## src/rtl/gcd_controller.sv

```systemverilog
// gcd_controller
// Control FSM for the subtract-and-compare GCD datapath. It accepts an
// operand pair through a start/ready handshake and drives the datapath mux
// selects and register loads. The comparator flags steer each iteration.
// output_en is raised when the operands compare equal. A one-cycle done or
// err pulse reports the outcome.
//
// Parameters
//   WIDTH     operand width, must match the datapath
//   MAX_ITER  subtraction cycles allowed before the operation aborts
//   CNT_W     iteration counter width, must be able to hold MAX_ITER
//
// Ports
//   clk                 rising-edge clock
//   rst                 synchronous active-low reset, shared with the datapath
//   start               request, sampled only while in_ready=1
//   data_in1/data_in2   operands, inspected here for zero only
//   a_gt_b/a_eq_b/a_lt_b comparator flags from the datapath
//   a_sel/b_sel         1 = load the operand bus, 0 = load the difference
//   a_ld/b_ld           A / B register load enables
//   output_en           result register load enable
//   in_ready            high only in IDLE
//   busy                high in RUN
//   done/err            one-cycle completion / error pulses
//   iter_cnt            subtractions in the current or last operation
module gcd_controller #(
  parameter int unsigned WIDTH    = 8,
  parameter int unsigned MAX_ITER = 255,
  parameter int unsigned CNT_W    = 8
) (
  input  logic             clk,
  input  logic             rst,
  input  logic             start,
  input  logic [WIDTH-1:0] data_in1,
  input  logic [WIDTH-1:0] data_in2,
  input  logic             a_gt_b,
  input  logic             a_eq_b,
  input  logic             a_lt_b,
  output logic             a_sel,
  output logic             b_sel,
  output logic             a_ld,
  output logic             b_ld,
  output logic             output_en,
  output logic             in_ready,
  output logic             busy,
  output logic             done,
  output logic             err,
  output logic [CNT_W-1:0] iter_cnt
);

  typedef enum logic [1:0] {
    IDLE = 2'd0,
    RUN  = 2'd1,
    DONE = 2'd2,
    ERR  = 2'd3
  } state_t;

  localparam logic [CNT_W-1:0] ITER_LIMIT = CNT_W'(MAX_ITER);

  state_t           state;
  state_t           state_nxt;
  logic [CNT_W-1:0] cnt_nxt;
  logic             operands_ok;

  assign operands_ok = (data_in1 != '0) && (data_in2 != '0);

  always_ff @(posedge clk) begin
    if (!rst) begin
      state    <= IDLE;
      iter_cnt <= '0;
    end else begin
      state    <= state_nxt;
      iter_cnt <= cnt_nxt;
    end
  end

  always_comb begin
    state_nxt = state;
    cnt_nxt   = iter_cnt;
    a_sel     = 1'b0;
    b_sel     = 1'b0;
    a_ld      = 1'b0;
    b_ld      = 1'b0;
    output_en = 1'b0;
    in_ready  = 1'b0;
    busy      = 1'b0;
    done      = 1'b0;
    err       = 1'b0;

    unique case (state)
      IDLE: begin
        in_ready = 1'b1;
        if (start) begin
          if (operands_ok) begin
            a_sel     = 1'b1;
            b_sel     = 1'b1;
            a_ld      = 1'b1;
            b_ld      = 1'b1;
            cnt_nxt   = '0;
            state_nxt = RUN;
          end else begin
            // Zero operand: nothing is loaded and iter_cnt keeps its value.
            state_nxt = ERR;
          end
        end
      end

      RUN: begin
        busy = 1'b1;
        // Equality wins over the limit check: a pair that converges on the
        // last permitted subtraction still completes normally.
        if (a_eq_b) begin
          output_en = 1'b1;
          state_nxt = DONE;
        end else if (iter_cnt == ITER_LIMIT) begin
          state_nxt = ERR;
        end else if (a_gt_b) begin
          a_ld    = 1'b1;
          cnt_nxt = iter_cnt + CNT_W'(1);
        end else if (a_lt_b) begin
          b_ld    = 1'b1;
          cnt_nxt = iter_cnt + CNT_W'(1);
        end
      end

      DONE: begin
        done      = 1'b1;
        state_nxt = IDLE;
      end

      ERR: begin
        err       = 1'b1;
        state_nxt = IDLE;
      end

      default: state_nxt = IDLE;
    endcase
  end

endmodule

```

## config.mk

```make
export PLATFORM = sky130hd
export DESIGN_NAME = gcd_controller
export DESIGN_NICKNAME = d
export VERILOG_FILES = /design/src/rtl/gcd_controller.sv
export SDC_FILE = /design/constraint.sdc
export NUM_CORES = 1
export LEC_CHECK = 0
export CAP_MARGIN = 20
export CORE_MARGIN = 1.5
export CORE_UTILIZATION = 33
export CTS_CLUSTER_SIZE = 8
export DETAILED_ROUTE_END_ITERATION = 10
export GPL_TIMING_DRIVEN = 0
export HOLD_SLACK_MARGIN = 0.08
export PLACE_DENSITY = 0.74
export SKIP_CTS_REPAIR_TIMING = 1
export SLEW_MARGIN = 20
export SYNTH_ARGS = -nofsm -noshare
export SYNTH_HDL_FRONTEND = slang
export SYNTH_SLANG_ARGS = --single-unit
```

## constraint.sdc

```tcl
create_clock -name clk -period 1.6 [get_ports clk]
set_input_delay 0.16 -clock clk [delete_from_list [all_inputs] [get_ports clk]]
set_output_delay 0.16 -clock clk [all_outputs]
set_load 0.01 [all_outputs]
```

==> Word level (Yosys, flattened, before mapping) <==
Cells that the tools add are included.
{ "word_totals": {"ff_bits": 10, "in_bits": 22, "out_inout_bits": 17, "elab_cells": 51} }
{ "op_classes": {"add_sub_neg": 1, "eq_ne": 10, "n_mux": 30, "n_reduce_logical": 8} }
{ "ops": {"columns": ["cell", "count"], "rows": [
  ["$mux W8", 6],
  ["$mux W1", 16],
  ["$pmux W8 S2", 1],
  ["$reduce_bool A8 Y1", 2],
  ["$add A8 B1 Y8 const B", 1],
  ["$eq A8 B8 Y1 const B", 1],
  ["$mux W2", 4],
  ["$ne A2 B2 Y1 const B", 4],
  ["$ne A3 B3 Y1 const B", 2],
  ["$pmux W2 S3", 1],
  ["$reduce_and A6 Y1", 1],
  ["$eq A2 B2 Y1 const B", 2],
  ["$pmux W1 S2", 2],
  ["$eq A2 B1 Y1 const B", 1],
  ["$logic_not A2 Y1", 1],
  ["$reduce_and A2 Y1", 1],
  ["$reduce_bool A2 Y1", 1],
  ["$reduce_or A2 Y1", 1],
  ["$logic_and A1 B1 Y1", 1]
]} }

==> Logic depth before layout (Yosys ltp) <==
Gate-level depths: netlist of run 1.
{ "logic_depth": {"ltp_word": 6, "depth_mapped": 5, "mapped_depth_nobuf": 5} }

==> Worst setup path before layout of run 1 <==
Ideal clock, no wire load.
{ "synth_timing": {"path_type": "register to register", "startpoint": "reg iter_cnt[3]", "endpoint": "reg state[1]", "setup_ns": 0.112, "arrival_time_ns": 1.502, "t_required_ns": 1.488, "path_slack_ns": -0.014, "path_stages_with_launch": 5, "n_path_buf": 0, "synth_period_minus_slack_ns": 1.614, "path_cell_list": "dfxtp_1 > nand3_1 > nor3_2 > nor3_1 > a2111oi_1"} }
{ "synth_via": {"elab_chain_len": 3} }
{ "synth_rtl": {"columns": ["item", "line", "source"], "rows": [
  ["start, declared", "48", "output logic [CNT_W-1:0] iter_cnt"],
  ["start signal, assigned", "73", "iter_cnt <= cnt_nxt;"],
  ["$eq A8 B8 Y1", "115", "end else if (iter_cnt == ITER_LIMIT) begin"],
  ["$ne A3 B3 Y1 (no line)", null, null],
  ["$reduce_and A2 Y1 (no line)", null, null],
  ["end signal, assigned", "72", "state <= state_nxt;"],
  ["end, declared", "60", "state_t state;"]
]} }
Every way passes these cells.
A chain may end at the register's enable or synchronous reset.

==> Final worst setup path of run 1 <==
{ "layout_timing": {"startpoint": "reg iter_cnt[2]", "endpoint": "out b_ld"} }
{ "layout_via": {"elab_chain_len": 4} }
{ "layout_rtl": {"columns": ["item", "line", "source"], "rows": [
  ["$eq A8 B8 Y1", "115", null],
  ["$mux W1", "115", null],
  ["$mux W1", "112", "if (a_eq_b) begin"],
  ["$pmux W1 S2", "90", "unique case (state)"],
  ["end, declared", "42", "output logic b_ld,"]
]} }
Every way passes these cells.

==> results.md, run 1 <==
Outcome:
- The run finished, with violations left.
- The checks that failed: setup timing.

Place:
- The number of placed cells counting well taps is 150.
- The placed wire-length estimate is 1540 µm.
- The number of buffers inserted by port buffering is 38.
- The weighted congestion reported at the end of routability-driven placement is 0.802.

Synth:
- In the synthesized netlist the dominant register cell turns out to be dfxtp_1.
- The number of enable flip-flop cells after synthesis is 0.
- Synthesis produced 85 cells.
- The fraction of registers with async set or reset after synthesis is 0%.
- For this run, the number of Yosys warnings is 0.
- Counting distinct cell types in the post-synthesis netlist gives 36.
- Each instance of the synthesized netlist takes up on average 8.08 µm².
- The netlist area before placement is 687 µm².
- The sequential element share of the synthesized area is 29.1%.
- After synthesis the netlist holds a flip-flop and latch count of 10.
- The number of nets in the synthesized netlist is 108.

GRT:
- The first global-routing pass estimated 3260 µm of wire.
- The initial antenna violation count is 0.
- Entering global routing, the biggest net connects 12 pins.
- The overall routing resource usage is 17.2%.
- The total global routing overflow is 0.
- The number of global-route vias before repair is 774.

Setup path:
- STA classifies the critical path endpoint as an output port.
- The largest fanout of any net on the critical path is 7.
- On the worst path, the slowest cell contributes a delay of 0.50 ns.
- For the worst setup path, the data arrival time is 1.58 ns.
- The kind of start point of the critical path is a flop.
- The category of the critical setup timing path is flop to output port.
- The cell repeated most along the worst path is nor3_4.
- STA puts the critical path data required time at 1.44 ns.
- Walking the worst path, the cells encountered are nand2_4 -> nor3_4 -> nor3_4 -> a31o_2 -> buf_6.
- The largest individual stage delay along the critical path comes from the cell dfxtp_1.

Power:
- The maximum vdd drop is 0.000299 V.
- The leakage power summed over all cells is 0.734 nW.
- The power density over the cells is 511 nW/µm².
- Power comes to 0.755 mW.

Clock network:
- The cell at the root of the clock tree is clkbuf_4.
- The CTS H-tree depth is 1.
- The total clock sinks is 10.
- Clock latency on the worst-skew pair, taken at its later pin, is 0.28 ns.
- The clock buffer count from CTS is 3.
- The maximum count of clock buffers along a single path is 2.
- TritonCTS built the clock tree.
- The clock transition at the registers of the reported paths is 0.08 ns.

Worst hold path:
- The tightest min-delay check is of the input pin to flop type.

Timing:
- The number of hold-slack violations in the final timing report is 0.
- The tightest slew margin relative to the limit is 71.4%.
- Between clock sinks in the finished design, the worst skew comes to 0.00541 ns.
- Setup violations remaining at the end of the flow were counted as 5.
- The final critical path time including I/O delays and setup is 1.74 ns.
- Setup total negative slack on the finished layout was measured at -0.472 ns.
- For the pin with the worst max-slew slack, the measured transition is 0.424 ns.
- Across all setup checks in the final design, the least slack found is -0.141 ns.
- The final critical path takes up 109% of the cycle.
- Setup repair after global routing could not meet its margin everywhere.
- The top achievable clock speed is 0.574 GHz.
- The total count of max-transition violations in the final report came to 0.

Drt:
- After detailed routing, the number of remaining DRC violations is 0.
- After detailed routing, the average wire length per cell comes to 16.8 µm.
- The wire length after detailed routing is 2850 µm.
- The remaining antenna violation count is 0.
- The first-iteration detailed-routing DRC count is 32.
- The routed layout has 993 vias.
- The routed via count divided by cell count is 5.84.
- The detailed-router iteration count before antenna repair is 5.

Finish:
- After the flow finishes, the layout carries non-filler instances totaling 170.
- The number of antenna diodes in the final layout is 0.
- The layout overhead on the synthesized area is 115%.
- The multi-input combinational cell area is 587 µm².
- The layout has 134 filler cells.
- The ratio of cells with drive above 1 in the final layout is 39.9%.
- The net count reported at finish is 167.
- Summing all flip-flop and latch instances after layout gives 219 µm².

Floorplan:
- The count of pins on the block boundary is 39.
- The core region is 1960 µm².
- Measured along the y axis, the die boundary spans 48.6 µm.
- The floorplan die area is 2360 µm².
- Row generation in the floorplan step produced 16 rows.
- The initial utilization of the core area, before any placement, comes to 35.0%.
- The width of the die is 48.6 µm.

Job:
- The tool flagged a number of max-cap violations equal to 0.
[area by class of cell]
type	count	area share, %
buffer	3	1.53
clock buffer	4	2.46
multi-input combinational	67	39.7
tap	27	2.29
timing repair buffer	53	37.4
sequential	10	14.8
inverter	6	1.78
[worst paths after layout]
check / from / end / slack, ns / depth (start not counted)
setup / recovery: iter_cnt[2] / b_ld / -0.14 / 5
hold / removal: data_in2[5] / iter_cnt[4] / 0.52 / 5
setup reg to reg: state[1] / iter_cnt[5] / -0.09 / 4
hold reg to reg: iter_cnt[4] / iter_cnt[4] / 0.53 / 2
[flip-flops by register name, summed over array words and instances (netlist names)]
name	flops
iter_cnt	8
state	2
[routing by layer]
| metal | up-vias | wire, µm | global-route usage [%] | part of all wire [%] |
|---|---|---|---|---|
| li1 | 459 | - | - | - |
| met1 | 457 | 1040 | 19.3 | 37 |
| met2 | 66 | 1510 | 31.7 | 53 |
| met3 | 11 | 214 | 3.09 | 7.5 |
| met4 | 0 | 85 | 7.14 | 3.0 |
| met5 | - | 0 | 0 | 0 |
[cells in the final DEF, fill, tap and decap left out, types with 3 or more instances in the layout]
cell type,count
buf_4,14
buf_6,6
clkbuf_4,3
clkdlybuf4s50_1,13
dfxtp_1,3
dfxtp_2,3
dfxtp_4,4
dlymetal6s2s_1,21
inv_1,5
nand2_1,4
nor2_4,3
nor3_1,3
nor3_4,4
o211ai_1,8
o21ai_0,3
or4_4,5
[per-stage QoR]
step | util [%] | setup slack, ns | instance area, µm² | hold WS, ns
after detailed placement | 56.5 | -0.712 | 1110 | 0.512
after CTS | 58.4 | -0.833 | 1140 | 0.525
final | 75.3 | -0.141 | 1480 | 0.516
after global routing | 75.3 | -0.236 | 1480 | 0.543
after global placement | 56.5 | -0.708 | 1110 | 0.500
after floorplan | - | 0.0274 | 694 | 0.338
[power by group]
group	switching (mW)	internal (mW)	leakage, nW
registers	0.0102	0.251	0.0854
clock network	0.110	0.138	0.0210
logic	0.107	0.139	0.628
[logic make-up after synthesis]
family	Yosys count	share of synthesized area [%]
muxes	1	1.46
DFF	10	29.1
adders and majority gates	1	1.82
buffers and inverters	9	5.65
AOI/OAI and AO/OA	27	29.7
and+or+nand+nor	37	32.2
[cells in the mapped netlist (2+ instances only)]
cell | number | area share, %
nand3_1 | 3 | 2.2
o22ai_1 | 3 | 2.7
inv_1 | 6 | 3.3
and2_1 | 2 | 1.8
o211ai_1 | 8 | 8.7
o21ai_0 | 3 | 2.2
nor2_1 | 5 | 2.7
dfxtp_1 | 10 | 29
or4_1 | 5 | 5.5
nand4_1 | 2 | 1.8
nor3_2 | 2 | 2.9
nand2_1 | 6 | 3.3
nor3_1 | 4 | 2.9
o41ai_1 | 2 | 2.6
or3_1 | 3 | 2.7
[critical path, delay by kind of cell (launching register included)]
family | cells | cell delay (ns)
and+or+nand+nor | 3 | 0.47
DFF | 1 | 0.50
AOI/OAI and AO/OA | 1 | 0.21
buffers and inverters | 1 | 0.12
Note: power is estimated with default switching activity, not from simulation.
==> run 2, diff against run 1 <==
--- a/config.mk
+++ b/config.mk
@@ -7,12 +7,13 @@
 export LEC_CHECK = 0
 export CAP_MARGIN = 20
 export CORE_MARGIN = 1.5
-export CORE_UTILIZATION = 33
+export CORE_UTILIZATION = 53
 export CTS_CLUSTER_SIZE = 8
 export DETAILED_ROUTE_END_ITERATION = 10
+export DONT_BUFFER_PORTS = 1
 export GPL_TIMING_DRIVEN = 0
 export HOLD_SLACK_MARGIN = 0.08
-export PLACE_DENSITY = 0.74
+export PLACE_DENSITY = 0.71
 export SKIP_CTS_REPAIR_TIMING = 1
 export SLEW_MARGIN = 20
 export SYNTH_ARGS = -nofsm -noshare
==> run 2 against run 1 <==
  * The flow still finishes with violations (setup timing)
  * Non-clock buffer count fell by 49
  * Global-route usage rose by 9.7 points
  * Flip-flop and latch count did not move
  * Die area fell by 36%
  * Final area fell by 41%
  * Combinational power fell by 55%
  * Power fell by 17%
  * Core utilization rose by 0.72 points
  * Setup slack improved by 0.036 ns
  * Clock power barely moved
  * Worst hold slack got worse by 0.38 ns
  * Clock skew fell by 0.0034 ns
  * Critical endpoint is now iter_cnt[5]
==> results.md, run 2 (synthesis gave the netlist of run 1 again) <==
Floorplan:
- The row count came to 12 (-4).
- The initial standard-cell utilization of the core is 59.4% (+24 points).
- The floorplan die area is 1520 µm² (-36%).
- The chip height came to 39 µm (-20%).
- The count of pins on the block boundary is 39 (unchanged).
- The width of the die is 39 µm (-20%).
- The core region area is 1160 µm² (-41%).

Timing:
- The ratio of final minimum period to clock period is 107% (-2.3 points).
- Setup repair after global routing could not meet its margin everywhere.
- The final critical path time including I/O delays and setup is 1.71 ns (-0.0361 ns).
- The setup slack after layout is -0.105 ns (+0.0361 ns).
- The clock skew was 0.00205 ns (-0.00336 ns).
- The number of hold-slack violations in the final timing report is 0 (unchanged).
- The tightest slew margin relative to the limit is 69.6% (-1.8 points).
- The top achievable clock speed is 0.586 GHz (+2.1%).
- The total count of max-transition violations in the final report is 0 (unchanged).
- The transition at the pin with the smallest max-transition slack came to 0.456 ns (+0.0320 ns).
- The worst hold-check slack came to 0.133 ns (-0.383 ns).
- The total of endpoints with negative setup slack in the final report came to 5 (unchanged).

Place:
- The number of placed cells counting well taps is 99 (-34%).
- The number of buffers inserted by port buffering is 0 (-100%).
- The placed wire-length estimate was 1260 µm (-18%).
- The weighted congestion reported at the end of routability-driven placement is 0.807 (+0.56%).
- The instance area at placement came to 712 µm² (-36%).

Finish:
- The number of diodes was 0 (unchanged).
- The flip-flop count of the largest register, all copies and words added came to 8 (unchanged).
- The net count reported at finish is 118 (-29%).
- The ratio of cells with drive above 1 in the final layout is 37.2% (-2.6 points).
- In the layout the commonest cells are o211ai_1, dfxtp_2, inv_1.
- The register with the most flip-flops is iter_cnt.
- The multi-input combinational cell area is 531 µm² (-9.6%).
- The layout filler cell count is 90 (-33%).
- The total non-filler cell area in the finished layout is 878 µm² (-41%).
- The combined flip-flop and latch cell area is 216 µm² (-1.1%).
- The layout overhead on the synthesized area is 27.9%.
- The non-filler instance count after layout is 108 (-36%).
- Leaving out fill and tap cells, the most frequent cell in the layout is o211ai_1.
- The largest registers in the layout are iter_cnt (8), state (2).

Setup path:
- The path depth of the worst reg2reg path is 4 (unchanged).
- For this design, the slowest cell found on the critical path is or4_4.
- STA classifies the critical path endpoint as a flop.
- The data required time of the critical path is 1.80 ns (+0.36 ns).
- In this design, the largest share of critical-path delay is due to simple AND/OR/NAND/NOR gates.
- The setup slack on the worst flop-to-flop path is -0.11 ns (-0.02 ns).
- The critical path data arrival time is 1.90 ns (+0.32 ns).
- The count of buffering cells on the critical path with inverters included is 0 (-1).
- The logic depth of the worst setup path including buffers is 4 (-1).
- The kind of start point of the critical path is a flop.
- The largest fanout of any net on the critical path came to 8 (+1).
- Walking the worst path, the cells encountered are nand2b_4 -> or3_4 -> or4_4 -> a211oi_2.
- The biggest cell delay along the critical path is 0.50 ns (about the same).
- The worst setup path is of the flop to flop kind.

Drt:
- The number of remaining DRC errors is 0 (unchanged).
- The routed via count divided by cell count is 7.36 (+26%).
- The detailed-router iteration count before antenna repair is 4 (-1).
- The remaining antenna violation count came to 0 (unchanged).
- The total number of vias is 795 (-20%).
- The wire length after detailed routing was 2140 µm (-25%).
- The average wire per standard cell is 19.8 µm (+18%).
- The first-iteration detailed-routing DRC count is 16 (-50%).

GRT:
- The global-route wire length before repair is 2770 µm (-15%).
- The peak-usage layer in the global routing report is met2.
- The maximum number of pins on one net before global-route repair is 12 (unchanged).
- The met2 capacity usage during global routing is 40.4% (+8.7 points).
- The initial antenna violation count came to 0 (unchanged).
- The overall routing resource usage is 27.0% (+9.7 points).
- The number of global-route vias before repair is 626 (-19%).
- The met1 track demand over resource is 34.9% (+16 points).
- The met3 usage in global routing was 7.51% (+4.4 points).
- The total global routing overflow came to 0 (unchanged).

Clock network:
- The clock transition at the registers of the reported paths is 0.08 ns (about the same).
- The CTS H-tree depth came to 1 (unchanged).
- The maximum count of clock buffers along a single path is 2 (unchanged).
- The source-to-sink clock delay at the later pin of the worst-skew pair is 0.27 ns (about the same).
- The total clock sinks was 10 (unchanged).
- TritonCTS built the clock tree.
- Clock tree synthesis selected as its root buffer the cell clkbuf_4.
- The clock buffer count from CTS is 3 (unchanged).

Power:
- The power density over the cells came to 710 nW/µm² (+39%).
- The maximum vdd drop is 0.000482 V (+61%).
- The final total power is 0.624 mW (-17%).
- The leakage power summed over all cells is 0.285 nW (-61%).

Worst hold path:
- The hold path depth is 3 (-2).
- The worst hold path belongs to the class input pin to flop.

Outcome:
- The checks that failed: setup timing.
- The flow ran to the end, but the final reports show violations.

Job:
- The number of violations of the max-capacitance limit is 0 (unchanged).
## run 2: cell count changes in the layout (fill, tap and decap cells not counted), sizes merged
cell / before / now
clkinvlp: 1 / 0
inv: 5 / 6
dlygate4sd3: 0 / 1
clkdlybuf4s50: 13 / 0
buf: 21 / 5
dlymetal6s2s: 21 / 0
## run 2: final cells by class
class	count	area share (%)
sequential	10	24.6
inverter	6	2.56
multi-input combinational	67	60.4
clock buffer	4	4.13
buffer	3	2.56
tap	14	1.99
timing repair buffer	4	3.70
## run 2: per-layer routing
metal / routed length [µm] / vias up
met4: 59 / 0
li1: - / 357
met2: 1010 / 52
met5: 0 / -
met3: 203 / 6
met1: 864 / 380
## run 2: worst paths after layout
path / from / to
setup / recovery: state[1] / iter_cnt[5]
hold / removal: a_eq_b / state[0]
hold reg to reg: state[1] / state[1]
setup reg to reg: state[1] / iter_cnt[5]
## run 2: through the flow
stage | utilization, % | setup slack (ns) | TNS, ns
3_5_place_dp | 61.6 | -0.276 | -1.46
6_report | 76.0 | -0.105 | -0.313
5_1_grt | 76.0 | -0.138 | -0.623
2_1_floorplan | - | 0.0274 | 0
3_3_place_gp | 61.6 | -0.199 | -1.20
4_1_cts | 64.7 | -0.510 | -2.91
## run 2: power breakdown
| part | total [mW] | internal [mW] | switching [mW] |
|---|---|---|---|
| clock network | 0.245 | 0.138 | 0.106 |
| logic | 0.111 | 0.0450 | 0.0660 |
| registers | 0.268 | 0.254 | 0.0143 |
| total | 0.624 | 0.437 | 0.187 |
## run 2: tightest hold or removal path, cell delays in order
cell,delay (ns)
nand2_1,0.03
o21ai_0,0.11
nor3_1,0.06
